$ cat src/rtl/sc_stream_mac.sv
// Stochastic-computing MAC stage: compares LFSR streams against latched operands, counts product ones per window
// and accumulates window counts across terms. Define SC_STREAM_MAC_SAT_EN for a saturating accumulator with ovf flag.
//
// state  | meaning
// IDLE   | waiting for start; operands latched on accept
// RUN    | STREAM_LEN cycles of stochastic bit generation and ones counting
// DONE   | one-cycle done pulse with result valid
module sc_stream_mac #(
  parameter int WIDTH      = 7,
  parameter int STREAM_LEN = 127,
  parameter int CNT_W      = 7,
  parameter int ACC_WIDTH  = 16
) (
  input  logic                 clk,
  input  logic                 rst,
  input  logic                 start,
  input  logic                 last,
  input  logic [WIDTH-1:0]     a,
  input  logic [WIDTH-1:0]     b,
  input  logic [WIDTH-1:0]     rn_a,
  input  logic [WIDTH-1:0]     rn_b,
  output logic                 busy,
  output logic                 done,
`ifdef SC_STREAM_MAC_SAT_EN
  output logic                 ovf,
`endif
  output logic [ACC_WIDTH-1:0] result
);

  typedef enum logic [1:0] {
    S_IDLE,
    S_RUN,
    S_DONE
  } state_t;

  state_t state, state_nxt;

  logic [WIDTH-1:0]     a_q, b_q;
  logic                 last_q;
  logic [CNT_W-1:0]     ones_q;
  logic [CNT_W-1:0]     cyc_q;
  logic [ACC_WIDTH-1:0] acc_q;
  logic [ACC_WIDTH-1:0] result_q;

  logic                 bit_prod;
  logic                 win_end;
  logic [CNT_W-1:0]     win_cnt;
  logic [ACC_WIDTH-1:0] sum;

  assign bit_prod = (rn_a < a_q) & (rn_b < b_q);
  assign win_end  = (cyc_q == CNT_W'(STREAM_LEN - 1));
  // Final window count includes the bit sampled on the closing edge.
  assign win_cnt  = ones_q + CNT_W'(bit_prod);

`ifdef SC_STREAM_MAC_SAT_EN
  logic [ACC_WIDTH:0] sum_ext;
  logic               add_ovf;
  logic               ovf_q;

  assign sum_ext = {1'b0, acc_q} + (ACC_WIDTH + 1)'(win_cnt);
  assign add_ovf = sum_ext[ACC_WIDTH];
  assign sum     = add_ovf ? {ACC_WIDTH{1'b1}} : sum_ext[ACC_WIDTH-1:0];

  always_ff @(posedge clk) begin
    if (rst) begin
      ovf_q <= 1'b0;
    end else if (state == S_DONE) begin
      ovf_q <= 1'b0;
    end else if (state == S_RUN && win_end && add_ovf) begin
      ovf_q <= 1'b1;
    end
  end

  assign ovf = ovf_q;
`else
  assign sum = acc_q + ACC_WIDTH'(win_cnt);
`endif

  always_ff @(posedge clk) begin
    if (rst) begin
      state <= S_IDLE;
    end else begin
      state <= state_nxt;
    end
  end

  always_comb begin
    state_nxt = state;
    case (state)
      S_IDLE: if (start) state_nxt = S_RUN;
      S_RUN: begin
        if (win_end) state_nxt = last_q ? S_DONE : S_IDLE;
      end
      S_DONE: state_nxt = S_IDLE;
      default: state_nxt = S_IDLE;
    endcase
  end

  always_ff @(posedge clk) begin
    if (rst) begin
      a_q      <= '0;
      b_q      <= '0;
      last_q   <= 1'b0;
      ones_q   <= '0;
      cyc_q    <= '0;
      acc_q    <= '0;
      result_q <= '0;
    end else begin
      case (state)
        S_IDLE: begin
          if (start) begin
            a_q    <= a;
            b_q    <= b;
            last_q <= last;
            ones_q <= '0;
            cyc_q  <= '0;
          end
        end
        S_RUN: begin
          ones_q <= win_cnt;
          cyc_q  <= cyc_q + 1'b1;
          if (win_end) begin
            if (last_q) begin
              result_q <= sum;
              acc_q    <= '0;
            end else begin
              acc_q <= sum;
            end
          end
        end
        default: ;
      endcase
    end
  end

  assign busy   = (state == S_RUN);
  assign done   = (state == S_DONE);
  assign result = result_q;

endmodule

$ cat config.mk
export PLATFORM = sky130hd
export DESIGN_NAME = sc_stream_mac
export DESIGN_NICKNAME = d
export VERILOG_FILES = /design/src/rtl/sc_stream_mac.sv
export SDC_FILE = /design/constraint.sdc
export NUM_CORES = 1
export LEC_CHECK = 0
export ABC_CLOCK_PERIOD_IN_PS = 12300
export CORE_MARGIN = 8
export CORE_UTILIZATION = 58
export CTS_CLUSTER_DIAMETER = 80
export DETAILED_ROUTE_END_ITERATION = 6
export PLACE_DENSITY = 0.94
export SKIP_CTS_REPAIR_TIMING = 1
export SYNTH_ARGS = -nofsm -noshare
export SYNTH_HDL_FRONTEND = slang
export SYNTH_SLANG_ARGS = --single-unit
export TNS_END_PERCENT = 10
$ cat constraint.sdc
create_clock -name clk -period 12.3 [get_ports clk]
set_clock_uncertainty 0.2 [all_clocks]
set_input_delay 1.845 -clock clk [delete_from_list [all_inputs] [get_ports clk]]
set_output_delay 1.845 -clock clk [all_outputs]
set_load 0.01 [all_outputs]
==> impl_metrics.json, run 1 <==
{
  "hp-class": "register to register",
  "met1_usage_pct": 22.8,
  "coreArea_um2": 5780,
  "timing.rr.start": "a_q[1]$_SDFFE_PP0P_",
  "crit_required_ps": 12370,
  "htreeDepth": 3,
  "r2r_slack_ps": 8080,
  "holdWs_ps": 250,
  "worst-path-buf-inv": 1,
  "antenna_found_initial": 0,
  "synth_edf_count": 0,
  "gp_congestion": 0.888,
  "yosys.area.top_type": "dfxtp_1",
  "die_h_um": 92.3,
  "path_class": "input port to register",
  "drv_cap": 0,
  "clock_sinks": 63,
  "nNetsFinal": 512,
  "vdd_drop_max_mv": 0.0710,
  "die_area_um2": 8520,
  "end_kind": "register",
  "leakagePower_nw": 1.40,
  "first_global_vias": 3091,
  "rsz0062_at_grt": "no",
  "rows": 28,
  "synth_area_leaders": "dfxtp_1, ha_1, nand2_1",
  "port_buffers": 49,
  "slew_viol_final": 0,
  "hold_depth": 2,
  "vias_per_cell": 5.92,
  "path_max_fanout": 6,
  "cp_data_arrival_time_ps": 5830,
  "critPathLaunchType": "input port",
  "status": "complete, no violations",
  "clk_path_buf_depth": 2,
  "seq_area_frac_synth_pct": 37.3,
  "grt_max_degree": 61,
  "tritoncts": "built",
  "clk_latency_ps": 360,
  "power.density_nw_per_um2": 106,
  "synthCells": 416,
  "hold_viol_final": 0,
  "synth_ff_type": "dfxtp_1",
  "maxSlewHeadroom_pct": 25.5,
  "synth.top_cell.area_share_pct": 37.3,
  "layout-drive-gt1-share_pct": 7.19,
  "initial_core_util_pct": 58.5,
  "fin_util_pct": 70.3,
  "cts-buffers-inserted": 9,
  "yosysUniqueCellTypes": 50,
  "ioPinCount": 50,
  "gr-usage-met2_pct": 34.9,
  "gr-usage-met3_pct": 4.45,
  "diodes": 0,
  "setup_tns_ps": 0,
  "dieWidth_um": 92.3,
  "whs_endpoint": "result[0]$_SDFFE_PP0P_",
  "post-route-min-period_ps": 5760,
  "wl_per_cell_um": 16.0,
  "wirelength_mm": 8.54,
  "synthesis.area_um2": 3380,
  "grt_pass1_wl_mm": 14.1,
  "synth.yosys.warnings": 0,
  "postSynthAreaPerCell_um2": 8.12,
  "fmax_mhz": 174,
  "critical_path.top_delay_family": "simple AND/OR/NAND/NOR gates",
  "gr-usage-all-layers_pct": 20.4,
  "synth_seq_cells": 63,
  "antenna_left": 0,
  "async_flop_share_pct": 0,
  "grt-ovfl-total": 0,
  "min_from": "result[0]$_SDFFE_PP0P_",
  "clkTransAtPathRegs_ps": 70,
  "root_buffer": "clkbuf_8",
  "dpl.hpwl_mm": 6.09,
  "tightest_slew_ps": 1120,
  "synth_common_cells": "nand2_1, dfxtp_1, a21oi_1",
  "finalCritPeriodShare_pct": 46.8,
  "drt_pass1_iterations": 4,
  "gr-max-usage-layer": "met2",
  "worstReg2RegEnd": "acc_q[15]$_SDFFE_PP0P_",
  "cp_common_cell": "ha_1",
  "vias": 3159,
  "drc_errors": 0,
  "r2r_cells": 17,
  "setup_viol": 0,
  "synthesis.nets": 474,
  "cp_slowest_cell": "or4_1",
  "path_cells": "clkdlybuf4s50_1 > ha_1 > a21o_1 > a21o_1 > a21o_1 > a41oi_1 > ha_1 > ha_1 > and3_1 > nand3_1 > xnor2_1 > ha_1 > a221oi_1 > nor4b_2 > nand2_1 > or4_1 > a21oi_1",
  "drtIter0Drc": 248,
  "synth.most_common_cell": "nand2_1",
  "areaGrowthSynthToFinish_pct": 20.3,
  "slowest_delay_ps": 420
}
cells in the final DEF (no fill, tap or decap), types with 3 or more instances in the layout:
| cell | n |
|---|---|
| a21o_1 | 6 |
| xor2_1 | 7 |
| a21oi_1 | 45 |
| nor3_1 | 11 |
| nand3_1 | 28 |
| clkinvlp_4 | 4 |
| ha_1 | 25 |
| xnor2_1 | 12 |
| nand2_1 | 64 |
| nand2b_1 | 5 |
| nor2b_1 | 3 |
| a31oi_1 | 7 |
| o211ai_1 | 6 |
| or3_1 | 6 |
| or3b_2 | 4 |
| dfxtp_1 | 63 |
| inv_1 | 18 |
| or4_1 | 6 |
| nand4_1 | 5 |
| clkdlybuf4s50_1 | 48 |
| clkbuf_8 | 9 |
| nor2_1 | 23 |
| a211oi_1 | 13 |
| o21ai_0 | 11 |
worst max-delay path by stage:
stage / start / end / cells past startpoint
after floorplan: rn_a[5] / acc_q[15]$_SDFFE_PP0P_ / 16
after global placement: rn_a[1] / acc_q[15]$_SDFFE_PP0P_ / 17
after detailed placement: rn_a[5] / acc_q[15]$_SDFFE_PP0P_ / 17
after CTS: rn_a[5] / acc_q[15]$_SDFFE_PP0P_ / 17
after global routing: rn_a[5] / acc_q[15]$_SDFFE_PP0P_ / 17
final: rn_a[1] / acc_q[15]$_SDFFE_PP0P_ / 17
metal layers:
metal  vias up  routed length, µm
li1       1537                  -
met3        27                511
met2       107               4310
met5         -                  0
met4         0                285
met1      1488               3430
state kept, by name (all words and copies together) (netlist names):
name	flops
ones_q	7
acc_q	16
last_q	1
cyc_q	7
b_q	7
state	2
result	16
a_q	7
through the flow:
stage	instance area [µm²]	power (mW)	instances	worst slack (ps)
finish	4070	0.432	534	6540
global route	4070	0.448	534	6380
CTS	4070	0.433	534	6600
detailed placement	3870	0.257	518	6270
global placement	3870	0.255	518	6450
floorplan	3380	0.240	416	7050
logic make-up (layout without fill, tap and decap cells):
family / count (synthesis) / after routing / synth area share (%)
XOR/XNOR: 19 / 19 / 4.92
AO/OA/AOI/OAI: 100 / 100 / 18.5
adder cells (fa/ha/maj): 26 / 26 / 9.85
AND/OR/NAND/NOR: 167 / 167 / 24.4
buffers and inverters: 41 / 84 / 4.92
flip-flops: 63 / 63 / 37.3
layout make-up:
type / count / area (µm²)
multi-input combinational: 312 / 1960
fill: 429 / 1710
clock inverter: 7 / 73.8
timing repair buffer: 49 / 485
sequential: 63 / 1260
clock buffer: 9 / 124
inverter: 19 / 71.3
tap: 75 / 93.8
power by group:
group	total (mW)	internal, mW	switching, mW
clock	0.178	0.0932	0.0850
sequential	0.212	0.208	0.00406
combinational	0.0412	0.0189	0.0223
worst reg2reg max path: stages (launching register included):
cell,delay [ps]
dfxtp_1,340
inv_1,50
ha_1,270
a21o_1,170
a21o_1,180
a21o_1,200
a41oi_1,220
ha_1,220
ha_1,220
and3_1,210
nand3_1,100
xnor2_1,180
ha_1,400
a221oi_1,170
nor4b_2,340
nand2_1,130
or4_1,420
a21oi_1,130
(Power assumes the default switching activity.)
==> run 2: changes to the inputs <==
--- a/config.mk
+++ b/config.mk
@@ -5,12 +5,12 @@
 export SDC_FILE = /design/constraint.sdc
 export NUM_CORES = 1
 export LEC_CHECK = 0
-export ABC_CLOCK_PERIOD_IN_PS = 12300
+export ABC_CLOCK_PERIOD_IN_PS = 5800
 export CORE_MARGIN = 8
-export CORE_UTILIZATION = 58
+export CORE_UTILIZATION = 54
 export CTS_CLUSTER_DIAMETER = 80
 export DETAILED_ROUTE_END_ITERATION = 6
-export PLACE_DENSITY = 0.94
+export PLACE_DENSITY = 0.89
 export SKIP_CTS_REPAIR_TIMING = 1
 export SYNTH_ARGS = -nofsm -noshare
 export SYNTH_HDL_FRONTEND = slang
==> constraint.sdc (replaced) <==
create_clock -name clk -period 5.8 [get_ports clk]
set_clock_uncertainty 0.2 [all_clocks]
set_input_delay 0.87 -clock clk [delete_from_list [all_inputs] [get_ports clk]]
set_output_delay 0.87 -clock clk [all_outputs]
set_load 0.01 [all_outputs]
==> impl_metrics.json, run 2 (synthesized netlist as in run 1, its figures left out) <==
{
  "status": "complete, no violations",
  "fmax_mhz": 213,
  "path_max_fanout": 6,
  "vdd_drop_max_mv": 0.172,
  "clock_sinks": 63,
  "end_kind": "register",
  "gr-usage-all-layers_pct": 18.7,
  "slew_viol_final": 0,
  "timing.rr.start": "b_q[4]$_SDFFE_PP0P_",
  "critPathLaunchType": "input port",
  "critical_path.top_delay_family": "adder cells",
  "clkTransAtPathRegs_ps": 70,
  "whs_endpoint": "result[0]$_SDFFE_PP0P_",
  "crit_required_ps": 5870,
  "tightest_slew_ps": 1080,
  "r2r_cells": 18,
  "wl_met2_mm": 4.22,
  "min_from": "result[0]$_SDFFE_PP0P_",
  "clk_path_buf_depth": 2,
  "dr.max_layer_used": "met4",
  "final_common_cell": "nand2_1",
  "grt-ovfl-total": 0,
  "diodes": 0,
  "power.density_nw_per_um2": 237,
  "path_cells": "clkdlybuf4s50_1 > ha_1 > a21o_1 > a211oi_1 > o211ai_1 > a41oi_1 > ha_1 > ha_1 > and3_1 > nand3_1 > xnor2_1 > ha_1 > a221oi_1 > nor4b_2 > nand2_1 > or4_1 > a21oi_1",
  "cp_slowest_cell": "clkdlybuf4s50_1",
  "layout-drive-gt1-share_pct": 7.39,
  "setup_viol": 0,
  "cts-buffers-inserted": 9,
  "grt_pass1_wl_mm": 13.7,
  "cp_data_arrival_time_ps": 4760,
  "dpl_cell_area_um2": 3880,
  "wl_met3_um": 488,
  "wl_per_cell_um": 15.3,
  "hold_viol_final": 0,
  "coreArea_um2": 6200,
  "antenna_left": 0,
  "gp_congestion": 0.875,
  "dieWidth_um": 95.1,
  "fillers": 499,
  "areaGrowthSynthToFinish_pct": 21.6,
  "holdWs_ps": 249,
  "leakagePower_nw": 1.43,
  "first_global_vias": 3088,
  "setup_tns_ps": 0,
  "die_h_um": 95.1,
  "drt_pass1_iterations": 4,
  "drv_cap": 0,
  "drtIter0Drc": 241,
  "rows": 29,
  "die_area_um2": 9050,
  "worst-path-buf-inv": 1,
  "rsz0062_at_grt": "no",
  "port_buffers": 49,
  "vias_per_cell": 5.78,
  "ioPinCount": 50,
  "post-route-min-period_ps": 4690,
  "nNetsFinal": 513,
  "hp-class": "register to register",
  "antenna_found_initial": 0,
  "tritoncts": "built",
  "slowest_delay_ps": 420,
  "path_class": "input port to register",
  "grt_max_degree": 61,
  "final_area_um2": 4110,
  "maxSlewHeadroom_pct": 27.7,
  "htreeDepth": 3,
  "clk_latency_ps": 340,
  "vias": 3105,
  "cp_common_cell": "ha_1",
  "drc_errors": 0,
  "initial_core_util_pct": 54.5,
  "final_cell_mix": "nand2_1, dfxtp_1, clkdlybuf4s50_1",
  "wl_met1_mm": 3.40,
  "r2r_slack_ps": 1670,
  "worstReg2RegEnd": "acc_q[15]$_SDFFE_PP0P_",
  "finalCritPeriodShare_pct": 80.9,
  "dpl.hpwl_mm": 5.67,
  "root_buffer": "clkbuf_8",
  "hold_depth": 2,
  "regArea_um2": 1260,
  "multi_input_area_um2": 1960,
  "wirelength_mm": 8.23
}
==> run 2: cell count changes in the layout (fill, tap and decap cells not counted) <==
cell | before | now
buf_4 | 0 | 1
bufinv_16 | 1 | 2
clkbuf_8 | 9 | 11
clkinv_4 | 1 | 0
clkinvlp_4 | 4 | 2
==> run 2: worst register-to-register path, stage by stage (launching register included) <==
cell      delay (ps)
dfxtp_1          350
inv_1             70
ha_1             300
a21oi_1          200
nor2b_1           70
o21ai_0          150
o211ai_1         110
a41oi_1          190
ha_1             220
ha_1             220
and3_1           190
nand3_1          100
xnor2_1          180
ha_1             400
a221oi_1         160
nor4b_2          310
nand2_1          120
or4_1            410
a21oi_1          120
==> run 2: power breakdown <==
group	total (mW)	internal, mW	switching, mW
sequential	0.448	0.441	0.00670
combinational	0.0883	0.0404	0.0479
clock	0.439	0.265	0.175
==> run 2: layer usage <==
metal  GRT usage (%)  vias to the layer above
met5               0                        -
met3            3.54                       13
met4            9.23                        0
li1                -                     1539
met1            21.4                     1465
met2            32.7                       88
==> run 2: worst max path at each step <==
stage / startpoint / to / slack [ps] / cells after the start
floorplan: rn_a[5] / acc_q[15]$_SDFFE_PP0P_ / 1520 / 16
global placement: rn_a[1] / acc_q[15]$_SDFFE_PP0P_ / 910 / 17
detailed placement: rn_a[5] / acc_q[15]$_SDFFE_PP0P_ / 820 / 17
CTS: rn_a[1] / result[13]$_SDFFE_PP0P_ / 1110 / 17
global route: rn_a[5] / result[15]$_SDFFE_PP0P_ / 720 / 17
finish: rn_a[5] / acc_q[15]$_SDFFE_PP0P_ / 1110 / 17
==> run 2: cell type report <==
class | instances | share of cell area, %
tap | 77 | 2.34
timing repair buffer | 50 | 12.0
sequential | 63 | 30.7
clock inverter | 5 | 1.95
clock buffer | 11 | 3.68
multi-input combinational | 312 | 47.6
inverter | 19 | 1.74
==> run 2: per-stage QoR <==
step | std cells | worst slack, ps | util, % | power, mW
after floorplan | 416 | 1520 | - | 0.508
after global placement | 521 | 909 | 62.5 | 0.540
after detailed placement | 521 | 817 | 62.5 | 0.544
after CTS | 537 | 1110 | 66.2 | 0.977
after global routing | 537 | 723 | 66.2 | 1.01
final | 537 | 1110 | 66.2 | 0.976
==> patch (settings of run 2) <==
Change the parameter `ACC_WIDTH` from 16 to 14.
--- a/src/rtl/sc_stream_mac.sv
+++ b/src/rtl/sc_stream_mac.sv
@@ -9,7 +9,7 @@
   parameter int WIDTH      = 7,
   parameter int STREAM_LEN = 127,
   parameter int CNT_W      = 7,
-  parameter int ACC_WIDTH  = 16
+  parameter int ACC_WIDTH  = 14
 ) (
   input  logic                 clk,
   input  logic                 rst,
Interface: changed (resized result); port bits go from 50 to 48. The function was not compared with the original's and may differ.
==> patch against run 2 <==
- area after synthesis is 7.9% lower
- worst setup slack worse by 480 ps
- power is 11% lower
- sequential cell count is 4 lower
- routed wire length is 12% lower
- count of clock-buffer cells in the layout is 4 higher
- core utilization is 2.0 points higher
- critical path depth stayed put
- design area is 8.0% lower
- combinational power is 5.7% lower
==> patch: results (changes against run 2) <==
metric	value	unit	change
syn nets	443		was 474
first-pass GRT wire length	12200	um	was 13,700 um
Synth warnings	0		unchanged
Clock Latency Late Sink	350	ps	
status	complete, no violations		unchanged
Crit Path Max Fanout	6		unchanged
commonest cells in the synthesized netlist	63 x nand2_1, 59 x dfxtp_1, 40 x a21oi_1, 28 x nor2_1, 25 x ha_1		was 64 x nand2_1, 63 x dfxtp_1, 45 x a21oi_1, 28 x nand3_1, 25 x ha_1
largest net degree at the start of global routing	60		was 61
XOR/XNOR share of the synthesized area	4.78	%	was 4.92%
share of the synthesized area in the top cell type	38.0	%	was 37.3%
CTS Buf Count	9		unchanged
dpl ws	350	ps	was 817 ps
Synth Area in Compound Gates	16.4	%	was 18.5%
CP startpoint	rn_b[5]		was rn_a[5]
Filler cells	425		was 499
WL/cell	14.6	um	was 15.3 um
Syn Inst Count	385		was 416
All-Layer GR Usage	17.6	%	was 18.7%
clk slew on worst S/H paths	70	ps	about the same
synth unique cells	41		was 50
vias in the first global route	2750		was 3,088
Slew @ Worst Pin	1040	ps	was 1080 ps
FF-to-FF setup slack	1220	ps	was 1670 ps
Data arrival, critical path	5190	ps	was 4760 ps
Crit Reg-Reg Startpoint	b_q[5]		was b_q[4]
DP Area	3590	sq um	was 3880 sq um
via count	2859		was 3,105
post-layout min period	5170	ps	was 4690 ps
Post-synth top flop	dfxtp_1		unchanged
hold_sp	b_q[3]		was result[0]
mux contribution to synthesized area	0.724	%	was 0%
Area contributors post-synth	dfxtp_1 38%, ha_1 10%, nand2_1 7.6%, a21oi_1 6.4%, nor2_1 3.4%		was dfxtp_1 37%, ha_1 9.3%, nand2_1 7.1%, a21oi_1 6.7%, nand3_1 4.1%
I/O Buffers	47		was 49
WL final	7260	um	was 8230 um
Placer Congestion	0.862		was 0.875
Lkg Pwr	1.40	nW	was 1.43 nW
FF-to-FF path depth	17		was 18
Peak VDD IR	117	uV	was 172 uV
Placed Cells	483		was 521
register area share after synthesis	38.0	%	was 37.3%
initial DRC count	151		was 241
hpwl dp	5100	um	was 5670 um
synthesized-area fraction occupied by adder cells	10.7	%	was 9.85%
proportion of layout cells with a drive suffix above 1	6.09	%	was 7.39%
[patch: power breakdown]
| group | switching, mW | leakage, nW | internal, mW |
|---|---|---|---|
| clock | 0.159 | 0.0997 | 0.201 |
| sequential | 0.00849 | 0.478 | 0.414 |
| combinational | 0.0430 | 0.824 | 0.0403 |
[patch: cells by family after synthesis]
family / after synthesis
fa+ha+maj: 26
buf+inv: 39
compound gates: 83
simple gates: 159
flops: 59
xor+xnor: 17
mux: 2
[patch: final timing paths]
path,end
setup reg to reg,acc_q[7]
hold / removal,b_q[3]
hold reg to reg,b_q[3]
setup / recovery,acc_q[7]
[patch: routing by layer]
metal	vias to the layer above	global-route usage (%)	routed length (um)
li1	1418	-	-
met1	1338	19.4	3040
met2	79	29.0	3510
met3	24	5.70	498
met4	0	11.0	221
met5	-	0	0
[patch: per-stage QoR]
step | util, % | hold WS [ps]
3_3_place_gp | 64.8 | 241
3_5_place_dp | 64.8 | 248
5_1_grt | 68.2 | 277
4_1_cts | 68.2 | 259
2_1_floorplan | - | 236
6_report | 68.2 | 258
[patch: area by class of cell]
cell class	instances	area (sq um)	area share, %
repair buffers	48	473	12.5
well taps	72	90.1	2.38
multi-input cells	287	1780	47.1
clock buffers	15	186	4.93
flip-flops and latches	59	1180	31.2
inverters	17	63.8	1.69
clock inverters	1	5.00	0.132
[patch: worst max-delay path, cell delays in order]
cell	delay, ps
clkdlybuf4s50_1	400
ha_1	340
a21o_1	200
a211oi_1	260
o211ai_1	130
a2111oi_0	500
ha_1	310
ha_1	210
and3_1	180
nand3_1	100
xnor2_1	260
ha_1	310
a21oi_1	250
o211ai_2	190
and2_1	200
and3_1	160
a311o_1	330
